===== config.mk =====
export PLATFORM = sky130hd
export DESIGN_NAME = fft_frame_sched
export DESIGN_NICKNAME = d
export VERILOG_FILES = /design/src/rtl/fft_frame_sched.sv
export SDC_FILE = /design/constraint.sdc
export NUM_CORES = 1
export LEC_CHECK = 0
export ABC_AREA = 0
export ABC_CLOCK_PERIOD_IN_PS = 1840
export CAP_MARGIN = 0
export CORE_AREA = 2 2 109 111
export DETAILED_ROUTE_END_ITERATION = 8
export DIE_AREA = 0 0 111 113
export PLACE_DENSITY = 0.78
export SKIP_LAST_GASP = 1
export SYNTH_ARGS = -nofsm -noshare
export SYNTH_HDL_FRONTEND = slang
export SYNTH_SLANG_ARGS = --single-unit

===== constraint.sdc =====
create_clock -name CLK -period 1.84 [get_ports CLK]
set_clock_uncertainty 0.05 [all_clocks]
set_input_delay 0.184 -clock CLK [delete_from_list [all_inputs] [get_ports CLK]]
set_output_delay 0.184 -clock CLK [all_outputs]
set_load 0.01 [all_outputs]

===== src/rtl/fft_frame_sched.sv =====
// Frame scheduler around an FFT input buffer: fills N samples, waits for the
// buffer to signal loaded, then drains N results downstream with back-pressure.
module fft_frame_sched #(
    parameter int unsigned total_bits = 32,
    parameter int unsigned N          = 32,
    parameter int unsigned TIMEOUT    = 64
) (
    input  logic                  CLK,
    input  logic                  RST_N,
    input  logic                  ENABLE,
    input  logic                  ABORT,
    input  logic                  S_VALID,
    output logic                  S_READY,
    input  logic [total_bits-1:0] S_REAL,
    input  logic [total_bits-1:0] S_IMAG,
    output logic                  BUF_START,
    output logic                  BUF_ED,
    output logic [total_bits-1:0] BUF_DREAL,
    output logic [total_bits-1:0] BUF_DIMAG,
    input  logic                  BUF_RDY,
    input  logic [total_bits-1:0] BUF_DOREAL,
    input  logic [total_bits-1:0] BUF_DOIMAG,
    output logic                  M_VALID,
    input  logic                  M_READY,
    output logic [total_bits-1:0] M_REAL,
    output logic [total_bits-1:0] M_IMAG,
    output logic                  M_LAST,
    output logic [15:0]           FRAME_CNT,
    output logic                  ERR
);

    localparam int unsigned CntW = $clog2(N + 1);
    localparam int unsigned TmrW = $clog2(TIMEOUT + 1);
    localparam logic [CntW-1:0] CntLast = CntW'(N - 1);
    localparam logic [TmrW-1:0] TmrLast = TmrW'(TIMEOUT - 1);

    typedef enum logic [2:0] {
        StIdle, StClear, StFill, StWaitRdy, StPrime, StDrain, StErr
    } state_e;

    state_e          state_q;
    logic [CntW-1:0] fill_cnt_q;
    logic [CntW-1:0] drain_cnt_q;
    logic [TmrW-1:0] timer_q;
    logic [15:0]     frame_cnt_q;
    logic            err_q;

    always_ff @(posedge CLK or negedge RST_N) begin
        if (!RST_N) begin
            state_q     <= StIdle;
            fill_cnt_q  <= '0;
            drain_cnt_q <= '0;
            timer_q     <= '0;
            frame_cnt_q <= '0;
            err_q       <= 1'b0;
        end else if (ABORT && state_q != StIdle && state_q != StErr) begin
            // Frame discarded; CLEAR re-initialises the counters.
            state_q <= StClear;
        end else begin
            unique case (state_q)
                StIdle: begin
                    if (ENABLE) state_q <= StClear;
                end
                StClear: begin
                    fill_cnt_q  <= '0;
                    drain_cnt_q <= '0;
                    timer_q     <= '0;
                    state_q     <= StFill;
                end
                StFill: begin
                    if (S_VALID) begin
                        fill_cnt_q <= fill_cnt_q + CntW'(1);
                        if (fill_cnt_q == CntLast) state_q <= StWaitRdy;
                    end
                end
                StWaitRdy: begin
                    if (BUF_RDY) begin
                        state_q <= StPrime;
                    end else if (timer_q == TmrLast) begin
                        state_q <= StErr;
                        err_q   <= 1'b1;
                    end else begin
                        timer_q <= timer_q + TmrW'(1);
                    end
                end
                StPrime: begin
                    state_q <= StDrain;
                end
                StDrain: begin
                    if (M_READY) begin
                        drain_cnt_q <= drain_cnt_q + CntW'(1);
                        if (drain_cnt_q == CntLast) begin
                            frame_cnt_q <= frame_cnt_q + 16'd1;
                            state_q     <= ENABLE ? StClear : StIdle;
                        end
                    end
                end
                StErr: begin
                    if (ABORT) begin
                        err_q   <= 1'b0;
                        state_q <= StIdle;
                    end
                end
                default: state_q <= StIdle;
            endcase
        end
    end

    // Strobes decode straight from the state register, so reset clears them at once.
    assign S_READY   = (state_q == StFill);
    assign BUF_START = (state_q == StClear);
    assign M_VALID   = (state_q == StDrain);
    assign M_LAST    = M_VALID && (drain_cnt_q == CntLast);

    always_comb begin
        BUF_ED = 1'b0;
        unique case (state_q)
            StFill:  BUF_ED = S_VALID;
            StPrime: BUF_ED = 1'b1;
            StDrain: BUF_ED = M_READY;
            default: BUF_ED = 1'b0;
        endcase
    end

    assign BUF_DREAL = S_READY ? S_REAL : '0;
    assign BUF_DIMAG = S_READY ? S_IMAG : '0;
    assign M_REAL    = M_VALID ? BUF_DOREAL : '0;
    assign M_IMAG    = M_VALID ? BUF_DOIMAG : '0;
    assign FRAME_CNT = frame_cnt_q;
    assign ERR       = err_q;

endmodule

### After elaboration in Yosys (flattened, before gate mapping)

Index checks and enable logic that the tools add are counted.

| word-level totals | value |
|---|---|
| output and inout bits | 150 |
| word-level logic and storage cells | 76 |
| register bits | 39 |

| cells by class | value |
|---|---|
| add/sub/neg operators | 4 |
| reduce and logical (&&, ||, !) cells | 15 |
| equality and inequality tests | 23 |
| bitwise gates (word level) | 1 |
| muxes and demuxes | 27 |

Operator list:

| cell | number |
|---|---|
| two-way mux 32 bit | 4 |
| two-way mux 3 bit | 9 |
| case mux 6 bit (2 select lines) | 2 |
| case mux 3 bit (7 select lines) | 1 |
| adder 16 x 1 -> 16 bit (second input constant) | 1 |
| two-way mux 7 bit | 2 |
| case mux 7 bit (2 select lines) | 1 |
| adder 6 x 1 -> 6 bit (second input constant) | 2 |
| == test 6 x 5 -> 1 bit (second input constant) | 2 |
| two-way mux 6 bit | 2 |
| != test 2 bit (second input constant) | 5 |
| == test 3 bit (second input constant) | 3 |
| != test 3 x 1 -> 1 bit (second input constant) | 3 |
| != test 3 bit (second input constant) | 3 |
| AND reduction 4 bit | 2 |
| nonzero test 2 bit | 4 |
| adder 7 x 1 -> 7 bit (second input constant) | 1 |
| == test 7 x 6 -> 1 bit (second input constant) | 1 |
| AND reduction 7 bit | 1 |
| == test 3 x 2 -> 1 bit (second input constant) | 2 |
| AND reduction 3 bit | 2 |
| AND reduction 5 bit | 1 |
| two-way mux 1 bit | 4 |
| != test 4 bit (second input constant) | 1 |
| other kinds (9) | 11 |

### Logic depth before layout (Yosys ltp)

| logic depth | value |
|---|---|
| word-level depth | 5 |
| mapped depth | 7 |
| depth with buffers taken out | 5 |

### Worst setup path after synthesis

OpenSTA, ideal clock, no wires.

| path | value |
|---|---|
| path type | reg2reg |
| start | register drain_cnt_q[0] |
| end | register frame_cnt_q[6] (netlist: FRAME_CNT[6]) |
| stages on the path, launching flop included | 7 |
| period minus slack after synthesis | 1.676 ns |
| path slack | 0.164 ns |
| buffers on the path | 1 |
| arrival | 1.500 ns |
| setup time | 0.126 ns |
| path through | dfrtp_1 > ha_1 > nand3_2 > nor4_2 > buf_4 > nand4_1 > xnor2_1 |

| on the way | value |
|---|---|
| word-level cells in the longest chain between the ends | 2 |

RTL lines:

| item | line | text |
|---|---|---|
| start: declaration | 43 | `logic [CntW-1:0] drain_cnt_q;` |
| start signal: assignment | 91 | `drain_cnt_q <= drain_cnt_q + CntW'(1);` |
| == test 6 x 5 -> 1 bit | 92 | `if (drain_cnt_q == CntLast) begin` |
| AND reduction 4 bit (no line) | -- |  |
| end signal: assignment | 93 | `frame_cnt_q <= frame_cnt_q + 16'd1;` |
| end: declaration | 45 | `logic [15:0] frame_cnt_q;` |

Every way passes these cells.
A chain may end at the register's enable or synchronous reset.

### Worst setup path in the final report

| path | value |
|---|---|
| start | register state_q[1] |
| end | output BUF_ED |

| on the way | value |
|---|---|
| word-level cells in the longest chain between the ends | 2 |
| elaborated cells on any way between the ends | 4 |

RTL lines:

| item | line | text |
|---|---|---|
| start: declaration | 41 | `state_e state_q;` |
| start signal: assignment | 50 | `state_q <= StIdle;` |
| start signal: assignment | 58 | `state_q <= StClear;` |
| start signal: assignment | 62 | `if (ENABLE) state_q <= StClear;` |
| == test 3 bit or == test 3 x 2 -> 1 bit (tied branches) | 117 | `unique case (state_q)` |
| case mux 1 bit (3 select lines) (*) | 117 |  |
| end: declaration | 17 | `output logic BUF_ED,` |

Mark *: on every way between the ends. The rest lies on a longest branch, timed or not.

==> summary.txt <==
Place
  – Placer Congestion: 0.8826
  – Port-buffer cells: 284
  – Cell area after placement: 0.006276 sq mm
  – Detailed Place HPWL: 11.65 mm
  – # placed instances: 808

Clock tree
  – Worst-skew pair later-pin latency: 0.28 ns
  – Root buffer cell: clkbuf_16
  – CTS Buf Count: 5
  – Sink Count: 39
  – CTS max path bufs: 2
  – Htree depth: 2
  – Reg clk slew, reported paths: 0.06 ns
  – CTS tree: yes

Finish
  – Post-layout util: 0.5803
  – Layout Nets: 825
  – Area grow syn2layout: 111.7%
  – Layout cells sized above 1: 0.2216
  – Non-Filler Instances: 832
  – Final Cell Area: 0.006541 sq mm

Detailed routing
  – Mean number of vias per cell: 4.892
  – DRT Pass-1 Iters: 4
  – DR DRC count: 0
  – Routed wire length: 15.92 mm
  – Drt wl/cell: 19.14 microns
  – Routed Antenna Nets: 0
  – Vias: 4070
  – Drt initial violations: 257

Setup path
  – Arr. time, crit path: 1.80 ns
  – Req. time, crit path: 1.61 ns
  – Crit Path Max Fanout: 7
  – CP Launch Type: flip-flop
  – Crit Path Class: reg -> out
  – CP Capture Type: output port

GRT
  – Gr usage total: 0.2273
  – Vias in the first global route: 4180
  – First-pass GRT wire length: 23.12 mm
  – Initial antenna violation count: 6
  – GRT overflow: 0
  – Largest net degree at the start of global routing: 67

STA
  – Final Max Tran Viols: 0
  – Slew headroom: 0.6564
  – Worst Max-Slew Pin Slew: 0.5154 ns
  – Min cycle time layout: 2.035 ns
  – RSZ-0062 raised after global routing: yes
  – Post-route setup slack: -0.1947 ns
  – Fin crit share: 1.106
  – Setup violators final: 15
  – Max Freq: 491.5 MHz
  – Final Hold Viols: 0

Synth
  – Async SR Flop Fraction: 1.000
  – Largest family of logic cells by synthesized area: simple AND/OR/NAND/NOR gates
  – Sequential share of the synthesized area: 0.3158
  – Synth area leaders: dfrtp_1, and2_1, and3_1, xnor2_1, clkbuf_1
  – Synth Instances: 379
  – Syn Std Cell Area: 0.003090 sq mm
  – Synth Area in Adders: 0.01619
  – EDFF count, synth: 0
  – Synth Area in Simple Gates: 0.4421
  – Yosys top cell area share: 0.3158
  – XOR/XNOR Fraction of Synth Area: 0.05385
  – Unique masters post-synth: 50
  – Syn Nets: 518
  – Post-synthesis compound-gate area fraction: 0.1146
  – Syn Area/Cell: 8.154 sq um
  – Most used flip-flop cell after synthesis: dfrtp_1
  – Cell taking the most area after synthesis: dfrtp_1
  – YS warnings: 0
  – Post-synthesis mux area share: 0.01053
  – Yosys reg bits: 39

Power
  – Pwr dens: 831.8 mW/mm^2
  – Peak VDD IR: 0.0006766 V
  – LEAKAGE: 3.868 nW
  – Power consumption: 5.441 mW

Floorplan
  – Num rows: 39
  – # IOs: 285
  – Die Span X: 111 microns
  – DIE HEIGHT: 113 microns
  – Die ar.: 0.01254 sq mm
  – Core Area: 0.01127 sq mm
  – Starting Density: 0.2742

Outcome
  – Failing checks: negative setup slack
  – Status: finished with violations

Min path
  – Hold crit path type: in -> async

Flow run
  – Max cap viols: 0
-- through the flow --
step	hold WS, ns	setup TNS [ns]	setup slack (ns)
after global routing	0.3671	-2.218	-0.3628
final	0.3082	-1.059	-0.1947
after floorplan	-0.1616	0	0.1642
after global placement	0.4087	-0.03038	-0.01759
after detailed placement	0.4295	-0.3715	-0.05381
after CTS	0.3179	-24.05	-0.3329
-- worst paths after layout --
path,from,to,slack [ns],depth (start not counted)
max in group asynchronous,RST_N,state_q[0],1.05,2
min,RST_N,FRAME_CNT[11],0.31,2
max,state_q[1],BUF_ED,-0.19,5
min in group CLK,FRAME_CNT[15],FRAME_CNT[15],0.44,1
max reg2reg,state_q[1],fill_cnt_q[4],-0.03,7
min reg2reg,FRAME_CNT[15],FRAME_CNT[15],0.44,1
-- synthesized netlist by cell type (all sizes together), types with 3 or more instances --
| cell | count |
|---|---|
| and3 | 69 |
| xnor2 | 15 |
| ha | 4 |
| or3 | 3 |
| dfrtp | 39 |
| nand4 | 10 |
| inv | 4 |
| nor2 | 12 |
| buf | 7 |
| clkbuf | 24 |
| nor2b | 8 |
| o21ai | 17 |
| nor3 | 5 |
| nand2b | 4 |
| nand2 | 20 |
| and2 | 69 |
| a21oi | 8 |
| o2111ai | 3 |
| a31oi | 5 |
| nand3b | 3 |
| xor2 | 4 |
| nand3 | 16 |
-- cell families after synthesis --
family          count (synthesis)
compound gates                 52
xor+xnor                       19
fa+ha+maj                       4
buf+inv                        35
flops                          39
mux                             3
simple gates                  227
-- layout by cell type (no fill, tap or decap), types with 4 or more instances in the layout --
master	synthesis	layout
buf_4	2	34
nor2_1	11	9
nor3_1	5	4
and2_1	69	66
and3_1	69	68
o21ai_0	16	14
clkbuf_2	1	61
buf_2	4	5
clkbuf_16	0	7
dlygate4sd2_1	0	7
nand2_1	20	20
buf_12	0	6
buf_6	0	6
dlymetal6s2s_1	0	48
clkdlybuf4s50_1	0	152
a21oi_1	8	8
dfrtp_1	39	37
clkdlybuf4s15_1	0	8
a31oi_1	5	5
nand4_1	10	10
xnor2_1	15	15
nor2b_1	8	6
nand3_1	15	15
xor2_1	4	4
-- what timing repair did --
| item | in CTS | in global routing |
|---|---|---|
| gates resized for setup | 125 | 181 |
| setup buffers | 3 | 7 |
| pin swaps | 0 | 3 |
| cloned | 4 | 3 |
| endpoints found under the setup margin | 150 | 139 |
| hold buffers | 0 | 0 |
-- final cells by class --
type / instances / area, sq um
fill: 978 / 4731
timing repair buffer: 331 / 3129
multi-input combinational: 305 / 2086
sequential: 39 / 978.4
tap: 143 / 178.9
clock buffer: 6 / 138.9
inverter: 4 / 17.52
antenna: 3 / 7.507
clock inverter: 1 / 5.005
-- worst max-delay path, cell delays in order (launching register included) --
cell and delay, ns:
dfrtp_2 0.40, buf_4 0.17, nor2b_2 0.16, a21oi_1 0.05, o21ai_0 0.18, clkdlybuf4s50_1 0.57
-- sequential cells by signal, summed over array words and instances, names as in the netlist --
register,count
ERR,1
state_q,3
timer_q,7
drain_cnt_q,6
fill_cnt_q,6
FRAME_CNT,16
-- per-layer routing --
| layer | track usage | part of all wire | vias up |
|---|---|---|---|
| li1 | - | - | 1956 |
| met1 | 0.2739 | 0.39 | 1931 |
| met2 | 0.3865 | 0.50 | 153 |
| met3 | 0.09106 | 0.093 | 26 |
| met4 | 0.04667 | 0.014 | 4 |
| met5 | 0 | 0.0014 | - |
-- power by group --
| group | internal (mW) | switching (mW) | total (mW) | leakage [nW] |
|---|---|---|---|---|
| combinational | 1.81 | 1.73 | 3.54 | 3.26 |
| clock | 0.529 | 0.321 | 0.849 | 0.0727 |
| sequential | 0.956 | 0.0974 | 1.05 | 0.531 |
| total | 3.29 | 2.15 | 5.44 | 3.87 |
Note: power is estimated with default switching activity, not from simulation.
